`config.mk`:
```
export PLATFORM = sky130hd
export DESIGN_NAME = fifo_rd_ctrl
export DESIGN_NICKNAME = d
export VERILOG_FILES = /design/src/rtl/fifo_rd_ctrl.sv
export SDC_FILE = /design/constraint.sdc
export NUM_CORES = 1
export LEC_CHECK = 0
export CORE_MARGIN = 5
export CORE_UTILIZATION = 49
export DETAILED_ROUTE_END_ITERATION = 10
export PLACE_DENSITY = 0.78
export SYNTH_ARGS = -nofsm -noshare
export SYNTH_HDL_FRONTEND = slang
export SYNTH_SLANG_ARGS = --single-unit
export TNS_END_PERCENT = 30
```
`constraint.sdc`:
```
create_clock -name clk -period 1.85 [get_ports clk]
set_input_delay 0.4625 -clock clk [delete_from_list [all_inputs] [get_ports clk]]
set_output_delay 0.4625 -clock clk [all_outputs]
set_load 0.02 [all_outputs]
```
`src/rtl/fifo_rd_ctrl.sv`:
```
// fifo_rd_ctrl: drains a FIFO read port into a BUF_DEPTH output buffer; rinc to out_valid is 2 cycles.
// Reads stop while buffered plus in-flight words fill the buffer; FIFO_RD_CNT_EN adds the rd_count output.
module fifo_rd_ctrl #(
  parameter int WIDTH     = 16,
  parameter int BUF_DEPTH = 2
) (
  input  logic             clk,
  input  logic             rst,
  input  logic             en,
  input  logic             rempty,
  output logic             rinc,
  input  logic [WIDTH-1:0] rdata,
  output logic             out_valid,
  output logic [WIDTH-1:0] out_data,
  input  logic             out_ready,
  output logic             busy
`ifdef FIFO_RD_CNT_EN
  ,
  output logic [15:0]      rd_count
`endif
);

  localparam int PW = $clog2(BUF_DEPTH);
  localparam int CW = PW + 1;

  localparam logic [1:0] S_IDLE  = 2'd0;
  localparam logic [1:0] S_RUN   = 2'd1;
  localparam logic [1:0] S_DRAIN = 2'd2;

  localparam logic [CW:0] DEPTH_C = BUF_DEPTH[CW:0];

  logic [1:0]       state_q, state_d;
  logic [CW-1:0]    occ_q, occ_d;
  logic [PW-1:0]    head_q, tail_q;
  logic             inflight_q;
  logic [WIDTH-1:0] mem_q [BUF_DEPTH];
  logic [CW:0]      level;
  logic             push, pop;

  // The in-flight word already owns a slot, so it counts against capacity.
  assign level     = {1'b0, occ_q} + {{CW{1'b0}}, inflight_q};
  assign rinc      = !rst && (state_q == S_RUN) && !rempty && (level < DEPTH_C);
  assign push      = inflight_q;
  assign out_valid = (occ_q != '0);
  assign pop       = out_valid && out_ready;
  assign out_data  = mem_q[head_q];
  assign busy      = (state_q != S_IDLE);

  always_comb begin
    state_d = state_q;
    case (state_q)
      S_IDLE:  if (en) state_d = S_RUN;
      S_RUN:   if (!en) state_d = S_DRAIN;
      S_DRAIN: begin
        if (en) state_d = S_RUN;
        else if (!inflight_q && (occ_q == '0)) state_d = S_IDLE;
      end
      default: state_d = S_IDLE;
    endcase
  end

  always_comb begin
    occ_d = occ_q;
    if (push && !pop) occ_d = occ_q + 1'b1;
    else if (pop && !push) occ_d = occ_q - 1'b1;
  end

  always_ff @(posedge clk) begin
    if (rst) begin
      state_q    <= S_IDLE;
      occ_q      <= '0;
      head_q     <= '0;
      tail_q     <= '0;
      inflight_q <= 1'b0;
      for (int i = 0; i < BUF_DEPTH; i++) mem_q[i] <= '0;
    end else begin
      state_q    <= state_d;
      occ_q      <= occ_d;
      inflight_q <= rinc;
      if (push) begin
        mem_q[tail_q] <= rdata;
        tail_q        <= tail_q + 1'b1;
      end
      if (pop) head_q <= head_q + 1'b1;
    end
  end

`ifdef FIFO_RD_CNT_EN
  logic [15:0] cnt_q;

  always_ff @(posedge clk) begin
    if (rst) cnt_q <= '0;
    else if (pop) cnt_q <= cnt_q + 16'd1;
  end

  assign rd_count = cnt_q;
`endif

endmodule

```
==> results by group <==
Outcome
  • Status: complete, no violations

Setup path
  • Setup CP Type: reg2out
  • Worst EP required: 1390 ps
  • Worst EP arrival: 1340 ps
  • Element type at the critical path end: output pin
  • Startpoint types: register
  • RR Startpoint: inflight_q$_SDFF_PP0_
  • Critical-path maximum fanout: 9

Routing
  • DR vias/cell: 5.005
  • Iter 0 DRT Violations: 84
  • DR pass1 iterations: 4
  • Total Wirelength: 3240 um
  • WL/cell: 14.66 um
  • # DRC: 0
  • Vias: 1106
  • Post-DRT Antenna Nets: 0

STA
  • Hold slack: 384.4 ps
  • Max Slew Vio Count: 0
  • Max Clock Skew: 8.001 ps
  • Final setup viols: 0
  • Slew headroom: 45.81%
  • Least-Margin Pin Slew: 809.2 ps
  • RSZ-0062 raised after global routing: true
  • Hold Vio Cnt, Final: 0
  • Fin crit share: 97.52%
  • Max Freq: 554.3 MHz
  • Fin crit period: 1804 ps
  • TNS Setup: 0 ps

Power
  • Clk pwr share: 24.1%
  • Static Leak: 0.9467 nW
  • Comb pwr share: 27.8%
  • Switching pwr: 628.7 uW
  • Switching share of power: 27.75%
  • Internal Power: 1.636 mW
  • Maximum vdd drop: 0.0005317 V
  • Cell Pwr Density: 991.5 nW/um2
  • Seq pwr share: 48.0%

Synth
  • Mux share of post-synthesis cell area: 10.39%
  • Post-Synth Adder-Cell Area: 0.7215%
  • Simple-gate portion of the synthesized area: 17.39%
  • Cells after synthesis: 122
  • Synthesized Nets: 144
  • Syn avg cell area: 14.21 um2
  • XOR/XNOR Fraction of Synth Area: 2.020%
  • Main combinational cell family by area after synthesis: simple AND/OR/NAND/NOR gates
  • Mapped Area: 1734 um2
  • Post-synthesis compound-gate area fraction: 2.742%
  • Synth unique cells: 26
  • Synth warnings: 0
  • Seq/Total Area, Yosys: 64.65%
  • Synthesized flop and latch total: 40

Global route
  • Antenna violations before repair: 0
  • GRT Util Overall: 14.71%
  • Largest net degree at the start of global routing: 17
  • Vias in the first global route: 1248
  • Grt total ovfl: 0
  • First-pass GRT wire length: 5568 um

Floorplan
  • Rows: 21
  • Die height: 69.49 um
  • Initial core utilization: 51.16%
  • Core ar.: 3390 um2
  • IO Count: 40
  • Die Span X: 69.49 um
  • Die area: 4829 um2

Final layout
  • Final net count: 196
  • Antenna cells: 0
  • Non-filler instance count after layout: 221
  • Share of layout cells above drive strength 1: 34.29%
  • Area delta synth->final: 31.75%
  • Filler cells: 254

CTS
  • CTS tree: done
  • Reg clk slew, reported paths: 110 ps
  • H-tree level count: 2
  • Clock net sink count: 40
  • Hold_buf cts: 0
  • Clock root buffer: clkbuf_4
  • CTS max path bufs: 2
  • CTS buffer count: 5
  • Worst-skew pair later-pin latency: 340 ps

Place
  • HPWL after detailed placement: 2236 um
  • GPL Wtd Cong: 0.6752
  • Port Buffer Count: 39
  • Inst Count DP: 213

Job
  • # Max-Cap Violations: 0

Hold path
  • Min-Delay Path Class: in2reg
  • Hold Startpoint: rempty
registers in the layout (all words and copies together), names as in the netlist, named ones only:
register    flops
tail_q          1
inflight_q      1
occ_q           2
state_q         2
mem_q          32
head_q          1
placed cells by master (no fill, tap or decap), types with 2 or more instances in the layout:
| cell | count |
|---|---|
| buf_2 | 12 |
| clkdlybuf4s50_1 | 18 |
| xor2_1 | 3 |
| dfxtp_1 | 6 |
| and2_1 | 32 |
| mux2_2 | 16 |
| a211oi_1 | 2 |
| clkbuf_4 | 5 |
| or2_2 | 2 |
| dlygate4sd2_1 | 2 |
| buf_6 | 4 |
| nor2_1 | 4 |
| edfxtp_1 | 32 |
| clkinv_1 | 2 |
| dfxtp_2 | 2 |
| o21ai_1 | 2 |
| buf_4 | 12 |
| dlymetal6s2s_1 | 2 |
Yosys cell counts (all sizes together):
cell / number / area share (%)
nor2: 4 / 0.87
or3: 1 / 0.36
xnor2: 1 / 0.51
xor2: 3 / 1.5
and2: 32 / 12
or2: 3 / 1.1
nor3b: 2 / 1.8
nand2b: 1 / 0.36
inv: 2 / 0.43
edfxtp: 32 / 55
o21ai: 3 / 0.87
nor4b: 2 / 1.0
clkbuf: 1 / 0.22
ha: 1 / 0.72
dfxtp: 8 / 9.2
nor2b: 1 / 0.36
a21o: 1 / 0.43
a211oi: 2 / 0.87
mux2: 16 / 10
buf: 4 / 1.4
a21oi: 2 / 0.58
metrics by stage:
stage / instance area, um2 / utilization (%) / worst slack, ps / power (mW)
after floorplan: 1740 / - / 211.0 / 1.468
after global placement: 2242 / 66.15 / -421.4 / 1.757
after detailed placement: 2242 / 66.15 / -443.3 / 1.776
after CTS: 2277 / 67.18 / -125.0 / 2.268
after global routing: 2285 / 67.40 / -27.45 / 2.372
final: 2285 / 67.40 / 45.87 / 2.265
power groups by stage:
stage	clock network [mW]	registers [mW]	logic (mW)
after detailed placement	0	1.09	0.681
after global placement	0	1.09	0.667
final	0.547	1.09	0.630
after CTS	0.559	1.08	0.632
after floorplan	0	1.08	0.385
after global routing	0.601	1.10	0.674
worst max-delay path, stage by stage (launching register included):
cell and delay [ps]:
dfxtp_2 360, buf_6 140, mux2_2 340, buf_2 160
area by class of cell:
class                   count  area, um2  share of cell area, %
multi-input cells          75      603.1                  26.40
clock buffers               5      37.54                  1.643
flip-flops and latches     40       1124                  49.18
repair buffers             50      417.9                  18.29
clock inverters             3      37.54                  1.643
well taps                  46      57.56                  2.519
inverters                   2      7.507                 0.3286
cells by family after synthesis:
logic type / after synthesis
and+or+nand+nor: 46
DFF: 40
muxes: 16
AOI/OAI and AO/OA: 8
buffers and inverters: 7
xor gates and xnor gates: 4
adders and majority gates: 1
metal layers:
metal,share of wire [%],vias up,track usage [%]
met1,39,535,15.21
met4,1.1,0,6.508
met2,54,31,26.48
met3,5.3,4,5.217
li1,-,536,-
met5,0,-,0
repair_timing:
item                                    CTS  global route
pin swaps                                 0             1
resized for setup                        65            22
endpoints found under the setup margin   19            34
setup buffers                             0             0
path summary, 6_finish.rpt:
path,to,slack [ps],cells past startpoint
max,out_data[12],50,3
min reg2reg,state_q[0]$_SDFFE_PP0P_,490,1
max reg2reg,mem_q[0][4]$_SDFFCE_PN0P_,290,3
min,inflight_q$_SDFF_PP0_,380,2
No activity file was read; power rests on OpenSTA's default activity.
